File: src/rtl/alu_issue_queue_pkg.sv
// Shared types for the ALU issue queue: op encoding, ROB tags, queue entry layout
// and the operand readiness/wakeup helpers used by the queue.
package alu_issue_queue_pkg;

  localparam int ALU_IQ_DEPTH = 4;
  localparam int ROB_TAG_W    = 4;

  typedef logic [ROB_TAG_W-1:0] rob_tag_t;

  typedef enum logic [3:0] {
    ALU_ADD, ALU_SUB, ALU_AND, ALU_OR, ALU_XOR,
    ALU_SLL, ALU_SRL, ALU_SRA, ALU_SLT, ALU_SLTU, ALU_LUI
  } alu_op_e;

  typedef struct packed {
    alu_op_e     op;
    rob_tag_t    dst_tag;
    logic        rs1_used;
    logic        rs2_used;
    logic [31:0] rs1_val;
    logic [31:0] rs2_val;
    logic [31:0] imm;
  } alu_entry_t;

  typedef struct packed {
    alu_entry_t e;
    logic       rs1_rdy;
    logic       rs2_rdy;
    rob_tag_t   rs1_tag;
    rob_tag_t   rs2_tag;
    logic       valid;
  } alu_iq_entry_t;

  // LUI is immediate-only; every other op reads rs1
  function automatic logic rs1_needed(input alu_entry_t e);
    return e.rs1_used || (e.op != ALU_LUI);
  endfunction

  function automatic logic rs2_needed(input alu_entry_t e);
    return e.rs2_used;
  endfunction

  function automatic logic entry_ready(input alu_iq_entry_t x);
    return x.valid && (!rs1_needed(x.e) || x.rs1_rdy) && (!rs2_needed(x.e) || x.rs2_rdy);
  endfunction

  function automatic alu_iq_entry_t wake(input alu_iq_entry_t x, input logic cdb_valid,
                                         input rob_tag_t tag, input logic [31:0] val);
    alu_iq_entry_t r;
    r = x;
    if (cdb_valid && x.valid && rs1_needed(x.e) && !x.rs1_rdy && (x.rs1_tag == tag)) begin
      r.rs1_rdy   = 1'b1;
      r.e.rs1_val = val;
    end
    if (cdb_valid && x.valid && rs2_needed(x.e) && !x.rs2_rdy && (x.rs2_tag == tag)) begin
      r.rs2_rdy   = 1'b1;
      r.e.rs2_val = val;
    end
    return r;
  endfunction

endpackage

File: src/rtl/alu_issue_queue_select.sv
// Oldest-first picker: one-hot grant of the lowest set bit of the ready vector.
module alu_iq_select #(
  parameter int DEPTH = 4
) (
  input  logic [DEPTH-1:0] ready_i,
  output logic [DEPTH-1:0] grant_o,
  output logic             any_ready_o
);

  logic [DEPTH-1:0] seen;

  generate
    for (genvar gi = 0; gi < DEPTH; gi++) begin : g_sel
      if (gi == 0) begin : g_first
        assign seen[gi] = 1'b0;
      end else begin : g_rest
        assign seen[gi] = seen[gi-1] | ready_i[gi-1];
      end
      assign grant_o[gi] = ready_i[gi] & ~seen[gi];
    end
  endgenerate

  assign any_ready_o = seen[DEPTH-1] | ready_i[DEPTH-1];

endmodule

File: src/rtl/alu_issue_queue.sv
// Compacting, age-ordered reservation station for the single-cycle ALU with
// CDB operand capture (including dispatch-time bypass) and flush.
module alu_issue_queue
  import alu_issue_queue_pkg::*;
#(
  parameter int DEPTH = ALU_IQ_DEPTH,
  parameter int CNT_W = $clog2(DEPTH+1)
) (
  input  logic                              clk_i,
  input  logic                              reset_i,
  input  logic                              flush_i,
  input  logic                              disp_valid_i,
  output logic                              disp_ready_o,
  input  logic [$bits(alu_iq_entry_t)-1:0]  disp_data_i,
  input  logic                              cdb_valid_i,
  input  logic [$bits(rob_tag_t)-1:0]       cdb_tag_i,
  input  logic [31:0]                       cdb_val_i,
  output logic                              issue_valid_o,
  input  logic                              issue_ready_i,
  output logic [$bits(alu_entry_t)-1:0]     issue_data_o,
  output logic [CNT_W-1:0]                  count_o
);

  localparam int IDX_W = $clog2(DEPTH);

  alu_iq_entry_t    slot_q [DEPTH];
  alu_iq_entry_t    slot_d [DEPTH];
  alu_iq_entry_t    woken  [DEPTH];
  alu_iq_entry_t    shifted[DEPTH];
  alu_iq_entry_t    new_entry;
  logic [CNT_W-1:0] count_q, count_d, count_post;
  logic [DEPTH-1:0] ready_vec, grant;
  logic             any_ready;
  logic [IDX_W-1:0] sel_idx;
  logic             fire, accept;

  generate
    for (genvar gi = 0; gi < DEPTH; gi++) begin : g_ready
      assign ready_vec[gi] = entry_ready(slot_q[gi]);
      assign woken[gi]     = wake(slot_q[gi], cdb_valid_i, cdb_tag_i, cdb_val_i);
    end
  endgenerate

  alu_iq_select #(.DEPTH(DEPTH)) u_select (
    .ready_i     (ready_vec),
    .grant_o     (grant),
    .any_ready_o (any_ready)
  );

  always_comb begin
    sel_idx      = '0;
    issue_data_o = '0;
    for (int i = 0; i < DEPTH; i++) begin
      if (grant[i]) begin
        sel_idx      = IDX_W'(i);
        issue_data_o = slot_q[i].e;
      end
    end
  end

  assign issue_valid_o = any_ready && !flush_i;
  assign disp_ready_o  = !flush_i && (count_q < CNT_W'(DEPTH));
  assign count_o       = count_q;
  assign fire          = issue_valid_o && issue_ready_i;
  assign accept        = disp_valid_i && disp_ready_o;
  assign count_post    = count_q - CNT_W'(fire);

  // Dispatched operands snoop the same-cycle CDB so a broadcast is never missed
  always_comb begin
    alu_iq_entry_t raw;
    raw       = disp_data_i;
    raw.valid = 1'b1;
    new_entry = wake(raw, cdb_valid_i, cdb_tag_i, cdb_val_i);
  end

  generate
    for (genvar gi = 0; gi < DEPTH; gi++) begin : g_next
      if (gi == DEPTH-1) begin : g_top
        assign shifted[gi] = fire ? alu_iq_entry_t'('0) : woken[gi];
      end else begin : g_mid
        assign shifted[gi] = (fire && (IDX_W'(gi) >= sel_idx)) ? woken[gi+1] : woken[gi];
      end
      assign slot_d[gi] = flush_i ? alu_iq_entry_t'('0) :
                          (accept && (count_post == CNT_W'(gi))) ? new_entry : shifted[gi];
    end
  endgenerate

  assign count_d = flush_i ? '0 : count_post + CNT_W'(accept);

  always_ff @(posedge clk_i or posedge reset_i) begin
    if (reset_i) begin
      count_q <= '0;
      for (int i = 0; i < DEPTH; i++) slot_q[i] <= '0;
    end else begin
      count_q <= count_d;
      for (int i = 0; i < DEPTH; i++) slot_q[i] <= slot_d[i];
    end
  end

endmodule

File: config.mk
export PLATFORM = sky130hd
export DESIGN_NAME = alu_issue_queue
export DESIGN_NICKNAME = d
export VERILOG_FILES = /design/src/rtl/alu_issue_queue_pkg.sv /design/src/rtl/alu_issue_queue_select.sv /design/src/rtl/alu_issue_queue.sv
export SDC_FILE = /design/constraint.sdc
export NUM_CORES = 2
export LEC_CHECK = 0
export ABC_CLOCK_PERIOD_IN_PS = 23500
export CAP_MARGIN = 20
export CORE_MARGIN = 2
export CORE_UTILIZATION = 59
export CTS_CLUSTER_SIZE = 20
export DETAILED_ROUTE_END_ITERATION = 10
export PLACE_DENSITY = 0.81
export SLEW_MARGIN = 20
export SYNTH_ARGS = -nofsm -noshare
export SYNTH_HDL_FRONTEND = slang
export SYNTH_HIERARCHICAL = 1
export SYNTH_SLANG_ARGS = --single-unit
File: constraint.sdc
create_clock -name clk_i -period 23.5 [get_ports clk_i]
set_input_delay 5.875 -clock clk_i [delete_from_list [all_inputs] [get_ports clk_i]]
set_output_delay 5.875 -clock clk_i [all_outputs]
set_load 0.005 [all_outputs]
==> flow_metrics.py <==
metrics = {
    "clocking": {
        "hold_buffers": 0,
        "clock_path_buffers": 3,
        "cts_resized": 0,
        "tritoncts": "built",
        "cts.sinks": 471,
        "clk_latency_ns": 0.62,
        "root_buffer": "clkbuf_16",
        "cts_setup_buffers": 0,
        "cts-buffers-inserted": 53,
        "clk_pin_slew_ns": 0.06,
        "cts_max_level": 2,
    },
    "floorplanning": {
        "core_mm2": 0.0468,
        "io_pins": 270,
        "start_util": 0.601,
        "dieArea_mm2": 0.0494,
        "fp.dieH_um": 222,
        "die_w_um": 222,
        "num_rows": 79,
    },
    "sta": {
        "worst_pin_slew_ns": 1.14,
        "fin_tns_setup_ns": 0,
        "fmax_mhz": 78.5,
        "slew_headroom": 0.242,
        "finalCritPeriodShare": 0.542,
        "drv_slew": 0,
        "hold_violations": 0,
        "setup_viol": 0,
        "finalClockSkew_ns": 0.0324,
        "period_minus_slack_ns": 12.74,
        "rsz0062_at_grt": "false",
    },
    "setup_path": {
        "crit_chain": "buf_8 > nor2b_1 > clkdlybuf4s50_1",
        "timing.rr.end": "slot_q[414]",
        "crit_arrival_ns": 6.86,
        "cpLargestDelayFamily": "buffers and inverters",
        "regToRegSetupSlack_ns": 16.15,
        "slowest_stage": "clkdlybuf4s50_1",
        "required_ns": 17.62,
        "crit_type": "input pin to primary output",
        "reg2reg_from": "slot_q[466]",
        "slowest_delay_ns": 0.46,
        "cp_max_fo": 57,
        "crit_buf_inv": 2,
        "worst_setup_path_end_kind": "primary output",
        "reg2reg_depth": 16,
        "crit_path_start_kind": "input pin",
    },
    "detailed_routing": {
        "drc": 0,
        "vias_per_cell": 7.04,
        "first_iter_violations": 4439,
        "vias": 28500,
        "drtPass1Iterations": 9,
        "post_drt_wl_per_cell_um": 24.8,
        "ant_nets": 0,
        "routed_wl_um": 101000,
    },
    "yosys": {
        "synthCells": 3401,
        "ys_seq_area_frac": 0.419,
        "synth-main-ff-cell": "dfrtp_1",
        "syn_area_mm2": 0.0281,
        "yosysWarnings": 6,
        "avgSynthCellArea_um2": 8.26,
        "yosys_register_bits": 471,
        "async_flop_share": 1.00,
        "synth_edf_count": 0,
        "syn_nets": 3563,
        "synth.distinct_cells": 59,
    },
    "worst_hold_path": {
        "hold_depth": 2,
        "hp-class": "flip-flop to flip-flop",
        "hold_end": "slot_q[397]",
        "worstHoldStart": "slot_q[397]",
    },
    "global_routing": {
        "grt_antenna_before_repair": 4,
        "grt_pass1_wl_um": 155000,
        "grt_pass1_vias": 28000,
        "track_usage": 0.395,
        "grt_overflow": 0,
        "grt_max_degree": 187,
    },
    "status": {
        "outcome": "finished, final reports clean",
    },
    "power": {
        "powerDensity_mw_per_mm2": 63.9,
        "vdd_drop_max_mv": 0.0532,
        "power.leakage_uw": 0.0147,
    },
    "layout": {
        "nets": 3565,
        "layout-drive-gt1-share": 0.0520,
        "n_fill_cell": 3615,
        "instances_no_fill": 4054,
        "areaGrowthSynthToFinish_pct": 15.5,
    },
    "placed_design": {
        "detailed_place_hpwl_um": 56300,
        "place_congestion": 0.876,
        "place.port_buffers": 268,
        "placed_cells": 3953,
    },
    "run": {
        "drv_cap": 0,
    },
}
## state kept, by name (all words and copies together) (netlist names)
name and count:
slot_q 468, count_o 3
## final cells by class
| cell class | count | area [um2] | area share |
|---|---|---|---|
| clock inverter | 15 | 143 | 0.00439 |
| multi-input combinational | 2554 | 15000 | 0.463 |
| antenna | 2 | 5.00 | 0.000154 |
| clock buffer | 82 | 1620 | 0.0498 |
| sequential | 471 | 11800 | 0.363 |
| inverter | 7 | 33.8 | 0.00104 |
| timing repair buffer | 316 | 3100 | 0.0955 |
| tap | 607 | 759 | 0.0234 |
## where the power goes
group	total, uW	switching [uW]	internal, uW
Combinational	322	205	117
Sequential	909	41.4	867
Clock	843	350	493
Total	2070	596	1480
## Yosys cell counts (7+ instances only)
library cell / n / share of area
xor2_1: 10 / 0.0031
nor3_1: 48 / 0.0085
nor3b_1: 53 / 0.014
o22a_1: 66 / 0.021
inv_1: 7 / 0.00093
nand2_1: 524 / 0.070
dfrtp_1: 471 / 0.42
buf_4: 7 / 0.0019
xnor2_1: 33 / 0.010
a311oi_1: 101 / 0.031
a2111oi_0: 22 / 0.0069
nand3_1: 59 / 0.011
o221ai_1: 80 / 0.025
o22ai_1: 129 / 0.029
o32ai_1: 17 / 0.0053
a32o_1: 32 / 0.011
o21ai_0: 193 / 0.034
a211oi_1: 11 / 0.0029
buf_1: 28 / 0.0037
clkbuf_1: 286 / 0.038
a21oi_1: 315 / 0.056
and2_1: 25 / 0.0056
o211a_1: 27 / 0.0096
mux2i_1: 193 / 0.069
buf_2: 48 / 0.0085
nor2b_1: 8 / 0.0018
nand2b_1: 68 / 0.015
nor2_1: 446 / 0.060
a22oi_1: 28 / 0.0075
## kinds of logic (layout without fill, tap and decap cells)
group	Yosys count	in the layout	share of synthesized area
and+or+nand+nor	1269	1269	0.197
AOI/OAI and AO/OA	1045	1045	0.246
DFF	471	471	0.419
buffers and inverters	376	420	0.0533
muxes	194	194	0.0691
xor gates and xnor gates	43	43	0.0134
adders and majority gates	3	3	0.00134
other	0	2	0
## tightest hold or removal path, delay by kind of cell (launching register included)
| family | cells | cell delay [ns] |
|---|---|---|
| DFF | 1 | 0.34 |
| AOI/OAI and AO/OA | 1 | 0.06 |
| and+or+nand+nor | 1 | 0.05 |
## stage by stage
| step | setup slack [ns] | cell area (um2) | util | total power (uW) | hold WS [ns] |
|---|---|---|---|---|---|
| after floorplan | 4.49 | 28100 | - | 1110 | 0.455 |
| after global placement | 10.77 | 30600 | 0.655 | 1220 | 0.467 |
| after detailed placement | 10.80 | 30600 | 0.655 | 1230 | 0.473 |
| after CTS | 10.79 | 32400 | 0.693 | 2060 | 0.489 |
| after global routing | 10.73 | 32500 | 0.694 | 2130 | 0.502 |
| final | 10.76 | 32500 | 0.694 | 2070 | 0.494 |
## worst max path at each step
stage,start,endpoint,slack [ns],depth (start not counted)
after floorplan,reset_i,count_o[0],4.49,1
after global placement,flush_i,disp_ready_o,10.77,3
after detailed placement,flush_i,disp_ready_o,10.80,3
after CTS,flush_i,disp_ready_o,10.79,3
after global routing,flush_i,disp_ready_o,10.73,3
final,flush_i,issue_valid_o,10.76,3
## layout by cell type, fill, tap and decap left out, types with 5 or more instances in the layout
| master | synthesis | layout |
|---|---|---|
| nand2b_1 | 68 | 66 |
| nand2_1 | 524 | 515 |
| o311ai_0 | 5 | 5 |
| nor3_1 | 48 | 48 |
| a311oi_1 | 101 | 101 |
| nand2_4 | 0 | 6 |
| o21a_1 | 5 | 5 |
| o22ai_1 | 129 | 129 |
| clkbuf_16 | 0 | 54 |
| nor4b_1 | 6 | 5 |
| clkinv_2 | 0 | 10 |
| a211oi_1 | 11 | 11 |
| inv_1 | 7 | 6 |
| and2_1 | 25 | 24 |
| o21ai_0 | 193 | 193 |
| a2111oi_0 | 22 | 22 |
| clkbuf_1 | 286 | 12 |
| xor2_1 | 10 | 10 |
| nor2b_1 | 8 | 6 |
| nor3b_1 | 53 | 52 |
| a32o_1 | 32 | 32 |
| o32ai_1 | 17 | 17 |
| mux2i_1 | 193 | 192 |
| o221ai_1 | 80 | 80 |
| nand3_1 | 59 | 59 |
| a21oi_1 | 315 | 313 |
| o22a_1 | 66 | 66 |
| dfrtp_1 | 471 | 471 |
| a22oi_1 | 28 | 28 |
| o211a_1 | 27 | 27 |
| nor2_1 | 446 | 444 |
| buf_4 | 7 | 43 |
| xnor2_1 | 33 | 33 |
| clkbuf_8 | 0 | 16 |
| clkdlybuf4s50_1 | 0 | 267 |
## per-layer routing
layer / share of wire / global-route usage
met5: 0.00046 / 0
met2: 0.45 / 0.617
met1: 0.37 / 0.506
met3: 0.12 / 0.0833
met4: 0.057 / 0.242
Note: power is estimated with default switching activity, not from simulation.
